### src/rtl/pwm_pkg.sv
// Shared PWM constants and the duty-compare helper.
// Latency: n/a (declarations only).
// Backpressure: n/a.
package pwm_pkg;

    localparam int PWM_CNT_W = 8;
    localparam int NUM_OUT   = 16;
    localparam int DIV_W     = 16;

    localparam logic [PWM_CNT_W-1:0] DUTY_FULL = 8'hFF;

    // Full-scale duty is forced high so 0xFF never drops for the counter-255 step.
    function automatic logic pwm_level_f(input logic [PWM_CNT_W-1:0] cnt,
                                         input logic [PWM_CNT_W-1:0] duty);
        return (duty == DUTY_FULL) || (cnt < duty);
    endfunction

endpackage

### src/rtl/pwm_prescaler.sv
// Clock divider producing a one-clk tick every CLK_DIV clks.
// Latency: first tick no earlier than the second clk after reset release.
// Backpressure: none; free-running.
module pwm_prescaler
    import pwm_pkg::*;
#(
    parameter int unsigned CLK_DIV = 3000
) (
    input  logic clk,
    input  logic rst_n,
    output logic tick
);

    localparam logic [DIV_W-1:0] DIV_LAST = DIV_W'(CLK_DIV - 1);
    localparam logic [DIV_W-1:0] DIV_ONE  = 1;

    logic [DIV_W-1:0] div_cnt_q, div_cnt_d;
    logic             run_q, run_d;

    // run_q masks the reset-release clk, which matters only when CLK_DIV is 1.
    always_comb begin
        run_d     = 1'b1;
        tick      = run_q && (div_cnt_q == DIV_LAST);
        div_cnt_d = div_cnt_q + DIV_ONE;
        if (div_cnt_q == DIV_LAST) begin
            div_cnt_d = '0;
        end
    end

    always_ff @(posedge clk or negedge rst_n) begin
        if (!rst_n) begin
            div_cnt_q <= '0;
            run_q     <= 1'b0;
        end else begin
            div_cnt_q <= div_cnt_d;
            run_q     <= run_d;
        end
    end

endmodule

### src/rtl/pwm_generator.sv
// 16-output PWM generator sharing one 8-bit counter; PWM_SHADOW_EN defers duty changes to period start.
// Latency: out is registered, 1 clk from any input change.
// Backpressure: none; inputs are sampled every clk.
module pwm_generator
    import pwm_pkg::*;
#(
    parameter int unsigned CLK_DIV = 3000
) (
    input  logic               clk,
    input  logic               rst_n,
    input  logic [7:0]         en_reg_out_7_0,
    input  logic [7:0]         en_reg_out_15_8,
    input  logic [7:0]         en_reg_pwm_7_0,
    input  logic [7:0]         en_reg_pwm_15_8,
    input  logic [7:0]         pwm_duty_cycle,
    output logic [NUM_OUT-1:0] out,
    output logic               period_start
);

    localparam logic [PWM_CNT_W-1:0] CNT_LAST = '1;
    localparam logic [PWM_CNT_W-1:0] CNT_ONE  = 1;

    logic                 tick;
    logic [PWM_CNT_W-1:0] pwm_cnt_q, pwm_cnt_d;
    logic [PWM_CNT_W-1:0] active_duty;
    logic [NUM_OUT-1:0]   en_out, en_pwm;
    logic [NUM_OUT-1:0]   out_q, out_d;
    logic                 pwm_level;

    pwm_prescaler #(.CLK_DIV(CLK_DIV)) u_prescaler (
        .clk   (clk),
        .rst_n (rst_n),
        .tick  (tick)
    );

    assign en_out = {en_reg_out_15_8, en_reg_out_7_0};
    assign en_pwm = {en_reg_pwm_15_8, en_reg_pwm_7_0};

`ifdef PWM_SHADOW_EN
    logic [PWM_CNT_W-1:0] duty_q, duty_d;

    always_comb begin
        duty_d = duty_q;
        if (period_start) begin
            duty_d = pwm_duty_cycle;
        end
    end

    always_ff @(posedge clk or negedge rst_n) begin
        if (!rst_n) begin
            duty_q <= '0;
        end else begin
            duty_q <= duty_d;
        end
    end

    assign active_duty = duty_q;
`else
    assign active_duty = pwm_duty_cycle;
`endif

    // All outputs compare against one counter, so PWM edges stay phase-aligned.
    always_comb begin
        pwm_cnt_d    = pwm_cnt_q;
        period_start = tick && (pwm_cnt_q == CNT_LAST);
        if (tick) begin
            pwm_cnt_d = pwm_cnt_q + CNT_ONE;
        end
        pwm_level = pwm_level_f(pwm_cnt_q, active_duty);
        out_d     = en_out & (~en_pwm | {NUM_OUT{pwm_level}});
    end

    always_ff @(posedge clk or negedge rst_n) begin
        if (!rst_n) begin
            pwm_cnt_q <= '0;
            out_q     <= '0;
        end else begin
            pwm_cnt_q <= pwm_cnt_d;
            out_q     <= out_d;
        end
    end

    assign out = out_q;

endmodule

### config.mk
export PLATFORM = sky130hd
export DESIGN_NAME = pwm_generator
export DESIGN_NICKNAME = d
export VERILOG_FILES = /design/src/rtl/pwm_pkg.sv /design/src/rtl/pwm_prescaler.sv /design/src/rtl/pwm_generator.sv
export SDC_FILE = /design/constraint.sdc
export NUM_CORES = 1
export LEC_CHECK = 0
export ABC_CLOCK_PERIOD_IN_PS = 2700
export CORE_ASPECT_RATIO = 0.8
export CORE_MARGIN = 2
export CORE_UTILIZATION = 33
export CTS_CLUSTER_DIAMETER = 30
export DETAILED_ROUTE_END_ITERATION = 12
export GPL_ROUTABILITY_DRIVEN = 0
export MAX_ROUTING_LAYER = met4
export SYNTH_ARGS = -nofsm -noshare
export SYNTH_HDL_FRONTEND = slang
export SYNTH_SLANG_ARGS = --single-unit
### constraint.sdc
create_clock -name clk -period 2.7 [get_ports clk]
set_input_delay 0.405 -clock clk [delete_from_list [all_inputs] [get_ports clk]]
set_output_delay 0.405 -clock clk [all_outputs]
set_load 0.005 [all_outputs]
==> impl_metrics.ini <==
[cts]
clockBufferDepth = 2
clock_tree_from_tritoncts = built
tritoncts.num_buffers = 5
cts_num_sinks = 41
clock_root_buffer = sky130_fd_sc_hd__clkbuf_8
cts_max_level = 2
path_clk_slew_ps = 90
clock_insertion_delay_worst_skew_ps = 300

[sta]
maxSlewHeadroom_pct = 41.5
slew_violations = 0
fmax_ghz = 0.426
setup_slack_ps = 355
worst_slew_pin_slew_ps = 877
post-route-period-util_pct = 86.9
finalClockSkew_ps = 9.83
finalCriticalPeriod_ps = 2350
rsz_0062_raised_after_global_routing = no
final_count_of_hold_timing_violations = 0
fin_tns_setup_ps = 0
holdWs_ps = 214
setup_viol_count_final = 0

[floorplan]
die_height_um = 72.1
core_um2 = 5530
total_i_o_pin_count = 59
placement_rows = 24
floorplan.initialDensity_pct = 34.6
die_x_um = 89.2
dieArea_um2 = 6430

[logic_synthesis]
number_of_enable_type_register_cells_in_the_synthesized_netlist = 0
synth_area_um2 = 1910
syn-num-nets = 217
syn-mean-instance-area_um2 = 11.5
yosysTopAreaCellShare_pct = 53.6
synthArstFlopShare_pct = 100
synth.lib_cells_used.distinct = 35
yosys_warnings = 0
synth_seq_cells = 41
synth_top_flop_cell = sky130_fd_sc_hd__dfrtp_1
synth.yosys.seq_area_share_pct = 53.6
largest_cells_by_area_after_synthesis = sky130_fd_sc_hd__dfrtp_1 54%, sky130_fd_sc_hd__xnor2_1 6.4%, sky130_fd_sc_hd__a21boi_0 6.3%
syn_inst = 166
synth_top_area_cell = sky130_fd_sc_hd__dfrtp_1

[routing]
via_per_instance_ratio = 4.58
post-route-drc-count = 0
met2RoutedLength_um = 1570
met3_wirelength_um = 395
detail_route.wirelength_um = 3870
route.antenna.remaining_nets = 0
avgRoutedWirePerCell_um = 12.4
drt_first_pass_iters = 4
met1_length_um = 1850
detail_route.iter0.violations = 56
highest_layer = met4
detailroute.via_count = 1428

[worst_setup_path]
timing.rr.start = u_prescaler.div_cnt_q[12]
cp-start-kind = flop
critPathCaptureType = output pin
worstSetupPathType = reg2out
critPathArrivalTime_ps = 1940
required_ps = 2300
critPathMaxFanout = 3
setup.worst_path.start = u_prescaler.div_cnt_q[12]

[status]
outcome = finished, final reports clean

[pwr]
p_per_area_nw_per_um2 = 432
p_total_mw = 1.17
ir_drop_mv = 0.219
power.static_leakage_nw = 1.21

[job]
max-cap-violations = 0

[final_layout]
finish.utilization_pct = 49.0
num-nets-final = 284
diodes = 0
layout_cell_share_with_drive_strength_beyond_1_pct = 9.40
syn2layout_area_growth_pct = 41.6

[placement]
hpwl_um = 2870
place_worst_setup_slack_ps = 357
portBuffers = 58

[hold_path]
hold_class = in2async

[global_routing]
grt_first_pass_wirelength_um = 6640
globalRouteTotalUtil_pct = 14.0
maximum_number_of_pins_on_one_net_before_global_route_repair = 42
gr-total-overflow = 0
antenna_found_initial = 0
first_global_vias = 1468
per-layer routing:
| metal | up-vias | global-route usage [%] |
|---|---|---|
| met2 | 52 | 19.3 |
| met5 | - | - |
| met3 | 6 | 6.94 |
| met4 | 0 | 5.31 |
| li1 | 722 | - |
| met1 | 648 | 17.7 |
stage by stage:
stage	std cells	cell area, µm²
detailed placement	301	2580
finish	312	2710
global route	312	2710
global placement	301	2580
floorplan	166	1910
CTS	309	2680
report_power, final:
part	internal (mW)	switching, mW	total [mW]	leakage (nW)
logic	0.0805	0.0345	0.115	0.644
clock network	0.187	0.237	0.424	0.0447
registers	0.626	0.00436	0.631	0.519
area by class of cell:
cell class              instances  area (µm²)
fillers                       532        2820
multi-input cells             113         843
repair buffers                 63         616
clock inverters                 3        25.0
clock buffers                   5        68.8
flip-flops and latches         41        1030
inverters                       9        33.8
well taps                      78        97.6
cells in the mapped netlist, types with 2 or more instances:
| master | count |
|---|---|
| sky130_fd_sc_hd__a41o_1 | 2 |
| sky130_fd_sc_hd__clkbuf_1 | 2 |
| sky130_fd_sc_hd__nor4_4 | 2 |
| sky130_fd_sc_hd__nor2_1 | 14 |
| sky130_fd_sc_hd__and3_1 | 5 |
| sky130_fd_sc_hd__ha_1 | 9 |
| sky130_fd_sc_hd__nand3_1 | 9 |
| sky130_fd_sc_hd__nand2_1 | 5 |
| sky130_fd_sc_hd__xnor2_1 | 14 |
| sky130_fd_sc_hd__a21boi_0 | 16 |
| sky130_fd_sc_hd__xor2_1 | 4 |
| sky130_fd_sc_hd__nand4_1 | 11 |
| sky130_fd_sc_hd__inv_1 | 9 |
| sky130_fd_sc_hd__a21oi_1 | 2 |
| sky130_fd_sc_hd__mux2_2 | 2 |
| sky130_fd_sc_hd__dfrtp_1 | 41 |
state kept, by name, summed over array words and instances (netlist names):
register,cells
out,16
u_prescaler.div_cnt_q,16
pwm_cnt_q,8
u_prescaler.run_q,1
kinds of logic after synthesis:
| family | Yosys count | share of synthesized area, % |
|---|---|---|
| and+or+nand+nor | 56 | 17.5 |
| DFF | 41 | 53.6 |
| AOI/OAI and AO/OA | 27 | 10.7 |
| xor gates and xnor gates | 18 | 8.24 |
| buffers and inverters | 12 | 2.75 |
| adders and majority gates | 9 | 5.88 |
| muxes | 2 | 1.18 |
| other | 1 | 0.196 |
critical path: stages, from the launching register on:
cell,delay [ps]
sky130_fd_sc_hd__dfrtp_1,410
sky130_fd_sc_hd__or4_4,570
sky130_fd_sc_hd__nor4_4,300
sky130_fd_sc_hd__nand3_2,120
sky130_fd_sc_hd__nor2_2,120
sky130_fd_sc_hd__dlymetal6s2s_1,130
what timing repair did:
action                     4_1_cts  5_1_grt
hold buffers                     0        0
resized for setup                0        3
setup endpoints to repair        0        1
setup buffers                    0        3
final timing paths:
path / slack, ps / cells after the start / to
min in group clk: 490 / 1 / u_prescaler.div_cnt_q[0]
hold / removal: 210 / 1 / u_prescaler.div_cnt_q[2]
hold reg to reg: 490 / 1 / u_prescaler.div_cnt_q[0]
setup / recovery: 350 / 5 / period_start
max in group asynchronous: 1930 / 1 / out[1]
setup reg to reg: 480 / 5 / pwm_cnt_q[6]
cells in the final DEF (no fill, tap or decap), types with 2 or more instances in the layout:
cell	synthesis	layout
sky130_fd_sc_hd__clkbuf_8	0	5
sky130_fd_sc_hd__and3_1	5	5
sky130_fd_sc_hd__a21oi_1	2	2
sky130_fd_sc_hd__buf_4	0	5
sky130_fd_sc_hd__nand3_1	9	8
sky130_fd_sc_hd__nor4_4	2	2
sky130_fd_sc_hd__xnor2_1	14	14
sky130_fd_sc_hd__clkdlybuf4s50_1	0	56
sky130_fd_sc_hd__inv_1	9	9
sky130_fd_sc_hd__nand4_1	11	11
sky130_fd_sc_hd__mux2_2	2	2
sky130_fd_sc_hd__ha_1	9	9
sky130_fd_sc_hd__nand2_1	5	5
sky130_fd_sc_hd__nor2_1	14	13
sky130_fd_sc_hd__a21boi_0	16	16
sky130_fd_sc_hd__a41o_1	2	2
sky130_fd_sc_hd__dfrtp_1	41	41
sky130_fd_sc_hd__xor2_1	4	4
Power figures use the tool's default switching activity.
